<file path="src/rtl/uart_cfg_regfile_if.sv">
// Request/response bus between the command decoder (master) and the UART
// configuration register file (slave).
interface uart_cfg_regfile_if #(
  parameter int DATA_W = 4,
  parameter int ADDR_W = 4
);
  logic [ADDR_W-1:0] addr;
  logic [DATA_W-1:0] wdata;
  logic              wr;
  logic              valid;
  logic              ack;
  logic [DATA_W-1:0] rdata;
  logic              rdata_valid;
  logic              err;

  modport master (
    output addr, wdata, wr, valid,
    input  ack, rdata, rdata_valid, err
  );

  modport slave (
    input  addr, wdata, wr, valid,
    output ack, rdata, rdata_valid, err
  );
endinterface

</file>
<file path="src/rtl/uart_cfg_regfile.sv">
// Addressable UART configuration bank: CMD/BAUD/FRAME/LOCK plus scratch registers,
// with a two-state request/response handshake, sticky lock and restore-defaults.
module uart_cfg_regfile #(
  parameter int         DATA_W   = 4,
  parameter int         ADDR_W   = 4,
  parameter int         NUM_REGS = 6,
  parameter logic [2:0] BAUD_RST = 3'd1,
  parameter logic [1:0] PAR_RST  = 2'd0
) (
  input  logic                clk,
  input  logic                rst,
  uart_cfg_regfile_if.slave   bus,
  output logic [2:0]          baud,
  output logic [1:0]          parity,
  output logic                locked,
  output logic                cfg_update
);

  localparam int              NSCR       = (NUM_REGS > 4) ? NUM_REGS - 4 : 1;
  localparam logic [ADDR_W:0] NUM_REGS_W = (ADDR_W + 1)'(NUM_REGS);

  typedef enum logic {IDLE, RESP} state_t;

  state_t            state, state_nx;
  logic [DATA_W-1:0] scratch    [NSCR];
  logic [DATA_W-1:0] scratch_nx [NSCR];
  logic [2:0]        baud_nx;
  logic [1:0]        parity_nx;
  logic              locked_nx;
  logic [DATA_W-1:0] rd_val;
  logic              accept, in_range, reject, do_write, rd_ok;

  always_ff @(posedge clk or posedge rst) begin
    if (rst) state <= IDLE;
    else     state <= state_nx;
  end

  // NOTE: every combinational output gets a default first so no path can infer a latch.
  always_comb begin
    state_nx = state;
    accept   = 1'b0;
    case (state)
      IDLE: if (bus.valid) begin
        accept   = 1'b1;
        state_nx = RESP;
      end
      RESP: state_nx = IDLE;
      default: state_nx = IDLE;
    endcase
  end

  // Lock only guards the CMD/BAUD/FRAME writes; reads and LOCK writes pass.
  always_comb begin
    in_range = {1'b0, bus.addr} < NUM_REGS_W;
    reject   = !in_range || (locked && bus.wr && (bus.addr < ADDR_W'(3)));
    do_write = accept && bus.wr && !reject;
    rd_ok    = accept && !bus.wr && !reject;
  end

  always_comb begin
    baud_nx    = baud;
    parity_nx  = parity;
    locked_nx  = locked;
    scratch_nx = scratch;
    rd_val     = '0;
    case (bus.addr)
      ADDR_W'(0): begin
        rd_val = DATA_W'(locked);
        if (do_write && bus.wdata[0]) begin
          baud_nx   = BAUD_RST;
          parity_nx = PAR_RST;
          for (int i = 0; i < NSCR; i++) scratch_nx[i] = '0;
        end
      end
      ADDR_W'(1): begin
        rd_val = DATA_W'(baud);
        if (do_write) baud_nx = bus.wdata[2:0];
      end
      ADDR_W'(2): begin
        rd_val = DATA_W'(parity);
        if (do_write) parity_nx = bus.wdata[1:0];
      end
      ADDR_W'(3): begin
        rd_val = DATA_W'(locked);
        if (do_write && bus.wdata[0]) locked_nx = 1'b1;
      end
      default: begin
        for (int i = 0; i < NUM_REGS - 4; i++) begin
          if (bus.addr == ADDR_W'(i + 4)) begin
            rd_val = scratch[i];
            if (do_write) scratch_nx[i] = bus.wdata;
          end
        end
      end
    endcase
  end

  // NOTE: the scratch array is a handful of flops that restore must clear anyway,
  // so it takes the async reset like the rest rather than being treated as RAM.
  always_ff @(posedge clk or posedge rst) begin
    if (rst) begin
      bus.ack         <= 1'b0;
      bus.err         <= 1'b0;
      bus.rdata_valid <= 1'b0;
      bus.rdata       <= '0;
      baud            <= BAUD_RST;
      parity          <= PAR_RST;
      locked          <= 1'b0;
      cfg_update      <= 1'b0;
      for (int i = 0; i < NSCR; i++) scratch[i] <= '0;
    end else begin
      bus.ack         <= accept;
      bus.err         <= accept && reject;
      bus.rdata_valid <= rd_ok;
      bus.rdata       <= rd_ok ? rd_val : '0;
      baud            <= baud_nx;
      parity          <= parity_nx;
      locked          <= locked_nx;
      cfg_update      <= (baud_nx != baud) || (parity_nx != parity);
      scratch         <= scratch_nx;
    end
  end

endmodule

</file>
<file path="src/flat_wrapper.sv">
// flat-port wrapper written by rule: the top's interface ports become plain ports
module uart_cfg_regfile_flat 
#(
  parameter int         DATA_W   = 4,
  parameter int         ADDR_W   = 4,
  parameter int         NUM_REGS = 6,
  parameter logic [2:0] BAUD_RST = 3'd1,
  parameter logic [1:0] PAR_RST  = 2'd0
)
  (clk, rst, baud, parity, locked, cfg_update, bus_addr, bus_wdata, bus_wr, bus_valid, bus_ack, bus_rdata, bus_rdata_valid, bus_err);
  uart_cfg_regfile_if #(.DATA_W(DATA_W), .ADDR_W(ADDR_W)) bus_i ();
  input  logic clk;
  input  logic rst;
  output logic [2:0] baud;
  output logic [1:0] parity;
  output logic locked;
  output logic cfg_update;
  input wire logic [$bits(bus_i.addr)-1:0] bus_addr;
  input wire logic [$bits(bus_i.wdata)-1:0] bus_wdata;
  input wire logic [$bits(bus_i.wr)-1:0] bus_wr;
  input wire logic [$bits(bus_i.valid)-1:0] bus_valid;
  output wire logic [$bits(bus_i.ack)-1:0] bus_ack;
  output wire logic [$bits(bus_i.rdata)-1:0] bus_rdata;
  output wire logic [$bits(bus_i.rdata_valid)-1:0] bus_rdata_valid;
  output wire logic [$bits(bus_i.err)-1:0] bus_err;
  assign bus_i.addr = bus_addr;
  assign bus_i.wdata = bus_wdata;
  assign bus_i.wr = bus_wr;
  assign bus_i.valid = bus_valid;
  assign bus_ack = bus_i.ack;
  assign bus_rdata = bus_i.rdata;
  assign bus_rdata_valid = bus_i.rdata_valid;
  assign bus_err = bus_i.err;
  uart_cfg_regfile #(.DATA_W(DATA_W), .ADDR_W(ADDR_W), .NUM_REGS(NUM_REGS), .BAUD_RST(BAUD_RST), .PAR_RST(PAR_RST)) u_core (.clk(clk), .rst(rst), .bus(bus_i), .baud(baud), .parity(parity), .locked(locked), .cfg_update(cfg_update));
endmodule
</file>
<file path="config.mk">
export PLATFORM = sky130hd
export DESIGN_NAME = uart_cfg_regfile_flat
export DESIGN_NICKNAME = d
export VERILOG_FILES = /design/src/rtl/uart_cfg_regfile_if.sv /design/src/rtl/uart_cfg_regfile.sv /design/src/flat_wrapper.sv
export SDC_FILE = /design/constraint.sdc
export NUM_CORES = 1
export LEC_CHECK = 0
export BUFFER_PORTS_ARGS = -buffer_cell sky130_fd_sc_hd__buf_2
export CORE_MARGIN = 4
export CORE_UTILIZATION = 52
export DETAILED_ROUTE_END_ITERATION = 7
export PLACE_DENSITY = 0.77
export SLEW_MARGIN = 5
export SYNTH_ARGS = -nofsm -noshare
export SYNTH_HDL_FRONTEND = slang
export SYNTH_SLANG_ARGS = --single-unit
</file>
<file path="constraint.sdc">
create_clock -name clk -period 2 [get_ports clk]
set_clock_uncertainty 0.15 [all_clocks]
set_input_delay 0.2 -clock clk [delete_from_list [all_inputs] [get_ports clk]]
set_output_delay 0.2 -clock clk [all_outputs]
set_load 0.05 [all_outputs]
</file>
==> out/metrics.cfg, run 1 <==
[setup_path]
critPathCaptureType=flop
max_stage_delay_ps=530
path_buf_inv=2
critPathLaunchType=input port
cp-startpoint=bus_addr[3]
path_delay_family=compound AO/OA/AOI/OAI gates
rr_endpoint=u_core.parity[0]
rr_worst_depth=4
crit_slowest_cell=dlygate4sd3_1
crit_fanout=7
reg2reg_slack_ps=190
path_class=input port to flop
cp.required_ps=2060
worstPathArrival_ps=1960
reg2reg_from=u_core.bus.ack
crit_chain=dlygate4sd3_1, buf_2, a21oi_1, and3_1, o211ai_1, a22o_1

[logic_synthesis]
synthDominantCellAreaShare_pct=46.3
syn_inst=114
avgSynthCellArea_sq_um=9.95
yosys-top-cells-area=dfrtp_1 46%, a22o_1 6.2%, inv_1 3.0%, nor2b_1 2.8%, nor2_1 2.6%
yosysWarnings=0
synth_edf_count=0
yosysUniqueCellTypes=39
synthesis.nets=126
synth_ff_type=dfrtp_1
async_reset_ff_share_pct=100
yosysTopAreaCell=dfrtp_1
syn_area_sq_mm=0.00113
synth_seq_cells=22
seq_area_frac_synth_pct=48.6

[cts]
tritoncts=built
cts_made_buffers=3
clkTransAtPathRegs_ps=120
clock-root-buffer=clkbuf_4
cts_resized=0
clock-sinks=22
h-tree-depth=1
cts_buffer_depth=2
clk_latency_ps=310

[final_layout]
fillers=166
register_area_sq_um=552
num_antenna_cells=0
nets=159
drive_gt1_share_pct=26.7
multi_input_area_sq_um=528
syn2layout_area_growth_pct=22.4

[sta]
clock.fmax_mhz=525
setup-violations-final=0
fin_crit_sh_pct=95.2
relSlewSlack_pct=68.8
setup_slack_ps=96.5
timing.hold.ws_ps=10.6
fin_tns_setup_ps=0
hold_viol_final=0
drv_slew=0
tightest_slew_ps=463
period_needed_ps=1900

[grt]
antenna_found_initial=0
grt_remaining_overflow=0
first_global_vias=973
grt_max_degree=23
grt_usage_pct=20.1
grt_pass1_wl_mm=4.35

[detailed_routing]
vias_per_cell=5.85
drt_first_pass_iters=4
drtIter0Drc=44
vias=1012
wirelength_mm=2.67
wl_per_cell_um=15.4
drtAntennaViolNets=0
drc=0

[flow_run]
cap_violations=0

[floorplan]
design.die.area_sq_mm=0.00299
num_io_pins=26
start_util_pct=56.1
fp.coreArea_sq_mm=0.00202
die_h_um=54.7
die_w_um=54.7
fp-row-count=16

[placed_design]
gp_congestion=0.867
place_ws_ps=226
dp_hpwl_mm=1.87
portBuffers=25

[power_and_ir_drop]
power_density_mw_per_mm2=819
irDropWorstVdd_mv=0.542
p_leak_nw=0.678

[status]
status=completed

[worst_hold_path]
holdPathStages=3
hold_start=bus_wdata[2]
min_path_type=input port to flop
hold_end=u_core.baud[2]

power by group:
group / leakage (nW) / switching, mW / internal (mW) / total (mW)
sequential: 0.287 / 0.0362 / 0.486 / 0.522
clock: 0.0279 / 0.137 / 0.203 / 0.340
combinational: 0.363 / 0.184 / 0.0922 / 0.276
routing by layer:
metal  wire [um]  global-route usage (%)
met1        1220                    28.4
met2        1210                    30.1
met3         191                    2.45
met4          40                    9.96
met5           0                       0
cell type report:
type	instances	share of cell area, %
flip-flops and latches	22	39.7
multi-input cells	78	38.0
well taps	27	2.43
repair buffers	32	13.3
inverters	10	2.70
clock inverters	1	2.16
clock buffers	3	1.62
cell usage after synthesis (all sizes together), types with 2 or more instances:
master,instances
a211oi,2
a21oi,3
a22o,8
a31oi,3
and3,4
buf,2
clkbuf,2
dfrtp,21
inv,10
nand2,3
nand2b,4
nand3,4
nor2,9
nor2b,5
nor4,3
o211ai,2
o21ai,5
o22ai,3
o2bb2ai,3
xnor2,2
tightest hold or removal path, stage by stage:
cell	delay (ps)
buf_2	130
inv_1	50
o22ai_1	60
repair_timing:
action / 4_1_cts / 5_1_grt
setup buffers: 0 / 1
endpoints found under the setup margin: 0 / 2
hold buffers: 3 / 0
hold endpoints to repair: 24 / 0
metrics by stage:
| step | power (mW) | cells | utilization (%) | instance area (sq um) |
|---|---|---|---|---|
| floorplan | 0.724 | 114 | - | 1130 |
| global placement | 0.795 | 165 | 64.2 | 1300 |
| detailed placement | 0.798 | 165 | 64.2 | 1300 |
| CTS | 1.14 | 172 | 68.3 | 1380 |
| global route | 1.20 | 173 | 68.7 | 1390 |
| finish | 1.14 | 173 | 68.7 | 1390 |
how the worst max path moves through the flow:
stage / end / slack (ps) / cells past startpoint
2_1_floorplan: u_core.parity[0] / 30 / 4
3_3_place_gp: u_core.parity[0] / 260 / 4
3_5_place_dp: u_core.parity[0] / 230 / 5
4_1_cts: u_core.parity[0] / 60 / 6
5_1_grt: u_core.scratch[5] / -30 / 6
6_report: u_core.scratch[6] / 100 / 6
cells by family after synthesis:
group	share of synthesized area [%]
and+or+nand+nor	21.6
xor gates and xnor gates	1.54
DFF	48.6
AOI/OAI and AO/OA	22.5
buffers and inverters	4.85
muxes	0.882
cell usage in the layout (no fill, tap or decap), types with 2 or more instances in the layout:
cell type / n
nand3_1: 4
o21ai_0: 5
nor2_1: 8
o22ai_1: 3
inv_1: 9
a31oi_1: 3
a22o_1: 8
nand2_1: 3
a21oi_1: 3
clkbuf_4: 3
dfrtp_1: 21
o2bb2ai_1: 3
and3_1: 4
buf_4: 4
nand2b_1: 4
buf_2: 25
a211oi_1: 2
o211ai_1: 2
xnor2_1: 2
nor4_1: 2
dlygate4sd3_1: 3
nor2b_1: 5
registers in the layout, indices dropped and copies added, names as in the netlist:
name,cells
u_core.baud,3
u_core.parity,2
u_core.bus.ack,1
u_core.locked,1
u_core.bus.rdata,4
u_core.bus.rdata_valid,1
u_core.scratch,8
u_core.cfg_update,1
u_core.bus.err,1
Power figures use the tool's default switching activity.
==> run 2: changes to the inputs <==
ABC_CLOCK_PERIOD_IN_PS = 2000   (was not set)
CELL_PAD_IN_SITES_DETAIL_PLACEMENT = 1   (was not set)
CELL_PAD_IN_SITES_GLOBAL_PLACEMENT = 1   (was not set)
CORE_UTILIZATION = 40   (was 52)
PLACE_DENSITY = not set   (was 0.77)
PLACE_DENSITY_LB_ADDON = 0.1   (was not set)
==> run 2 against run 1 <==
Net effect:
- maximum frequency rose by 2.2%
- register-to-register slack got worse by 20 ps
- die area is 25% higher
- critical path depth is the same
- clock power up 3%
- design area up 1.1%
- count of clock-buffer cells in the layout is the same
- critical path type unchanged
==> out/metrics.cfg, run 2 (same netlist as run 1, synthesis figures left out) <==
[power_and_ir_drop]
p_leak_nw=0.682  ; was 0.678 nW
irDropWorstVdd_mv=0.442  ; was 0.542 mV
finalPower_mw=1.15  ; was 1.14 mW
power_density_mw_per_mm2=821  ; was 819 mW/mm^2

[detailed_routing]
drtAntennaViolNets=0  ; unchanged
wl_per_cell_um=17.6  ; was 15.4 um
drtIter0Drc=78  ; was 44
wirelength_mm=3.13  ; was 2.67 mm
drc=0  ; unchanged
vias=1041  ; was 1012
drt_first_pass_iters=4  ; unchanged
vias_per_cell=5.85  ; about the same

[status]
status=completed  ; unchanged

[grt]
grt_max_degree=23  ; unchanged
grt_usage_pct=18.9  ; was 20.1%
first_global_vias=1012  ; was 973
grt_pass1_wl_mm=5.09  ; was 4.35 mm
grt_remaining_overflow=0  ; unchanged
antenna_found_initial=0  ; unchanged

[placed_design]
place_ws_ps=182  ; was 226 ps
dp_hpwl_mm=2.26  ; was 1.87 mm
gp_congestion=0.797  ; was 0.867
dp_cells=170  ; was 165
portBuffers=25  ; unchanged

[setup_path]
crit_fanout=5  ; was 7
cp.required_ps=2070  ; was 2060 ps
critPathLaunchType=input port  ; unchanged
path_class=input port to flop  ; unchanged
worstPathArrival_ps=1940  ; was 1960 ps
critPathCaptureType=flop  ; unchanged

[final_layout]
nets=160  ; was 159
finalNonFillerCells=178  ; was 173
syn2layout_area_growth_pct=23.7  ; was 22.4%
largest_registers=u_core.scratch: 8 flops, u_core.bus.rdata: 4 flops, u_core.baud: 3 flops  ; unchanged
num_antenna_cells=0  ; unchanged
drive_gt1_share_pct=26.5  ; was 26.7%
top_register=u_core.scratch  ; unchanged
final_cell_mix=25 x buf_2, 21 x dfrtp_1, 9 x inv_1  ; unchanged
largest_reg_flops=8  ; unchanged
final_common_cell=buf_2  ; unchanged

[cts]
cts_made_buffers=3  ; unchanged
tritoncts=built  ; unchanged
cts_resized=0  ; unchanged
clkTransAtPathRegs_ps=130  ; was 120 ps
clock-sinks=22  ; unchanged
cts_buffer_depth=2  ; unchanged
clk_latency_ps=320  ; was 310 ps
ctsHoldBuffers=3  ; unchanged
postCtsSetupBuffers=0  ; unchanged
h-tree-depth=1  ; unchanged
clock-root-buffer=clkbuf_4  ; unchanged

[flow_run]
cap_violations=0  ; unchanged

[sta]
clock.fmax_mhz=537  ; was 525 MHz
drv_slew=0  ; unchanged
fin_tns_setup_ps=0  ; unchanged
setup-violations-final=0  ; unchanged
fin_crit_sh_pct=93.1  ; was 95.2%
rsz0062_at_grt=false
period_needed_ps=1860  ; was 1900 ps
setup_slack_ps=138  ; was 96.5 ps
tightest_slew_ps=552  ; was 463 ps
relSlewSlack_pct=62.9  ; was 68.8%
hold_viol_final=0  ; unchanged

[floorplan]
die_w_um=61.3  ; was 54.7 um
die_h_um=61.3  ; was 54.7 um
fp-row-count=19  ; was 16
num_io_pins=26  ; unchanged
start_util_pct=41.5  ; was 56.1%
fp.coreArea_sq_mm=0.00273  ; was 0.00202 sq mm
design.die.area_sq_mm=0.00375  ; was 0.00299 sq mm

[worst_hold_path]
min_path_type=input port to flop  ; unchanged

[run 2: final timing paths]
kind / start / to / slack, ps / cells after the start
setup / recovery: bus_addr[3] / u_core.parity[0] / 140 / 6
hold / removal: bus_valid / u_core.bus.ack / 30 / 2
setup reg to reg: u_core.bus.ack / u_core.parity[0] / 170 / 4
hold reg to reg: u_core.scratch[1] / u_core.scratch[1] / 370 / 1
max in group asynchronous: rst / u_core.baud[0] / 1130 / 4
min in group asynchronous: rst / u_core.bus.err / 290 / 4
[run 2: area by class of cell]
type / count / area (sq um)
timing repair buffer: 33 / 195
clock buffer: 3 / 22.5
multi-input combinational: 78 / 528
fill: 325 / 1330
sequential: 22 / 552
inverter: 10 / 37.5
tap: 31 / 38.8
clock inverter: 1 / 30.0
[run 2: metal layers]
layer	vias to the layer above	share of wire (%)	global-route usage, %
li1	492	-	-
met1	507	47	27.5
met2	34	43	26.3
met3	8	6.7	2.73
met4	0	2.9	11.1
met5	-	0	0
[run 2: through the flow]
stage / utilization, % / area, sq um / hold WS (ps)
after floorplan: - / 1130 / 38.5
after global placement: 48.0 / 1310 / 95.4
after detailed placement: 48.0 / 1310 / 109
after CTS: 51.0 / 1390 / 1.12
after global routing: 51.4 / 1400 / 29.8
final: 51.4 / 1400 / 34.5
[run 2: report_power, final]
part | switching (mW) | internal [mW] | leakage, nW
clock | 0.146 | 0.203 | 0.0279
combinational | 0.188 | 0.0935 | 0.367
sequential | 0.0374 | 0.486 | 0.287
[run 2: critical path, cell delays in order]
cell,delay [ps]
dlygate4sd3_1,530
buf_2,180
nor2_4,120
nand3_1,140
or4_1,520
a22o_1,240
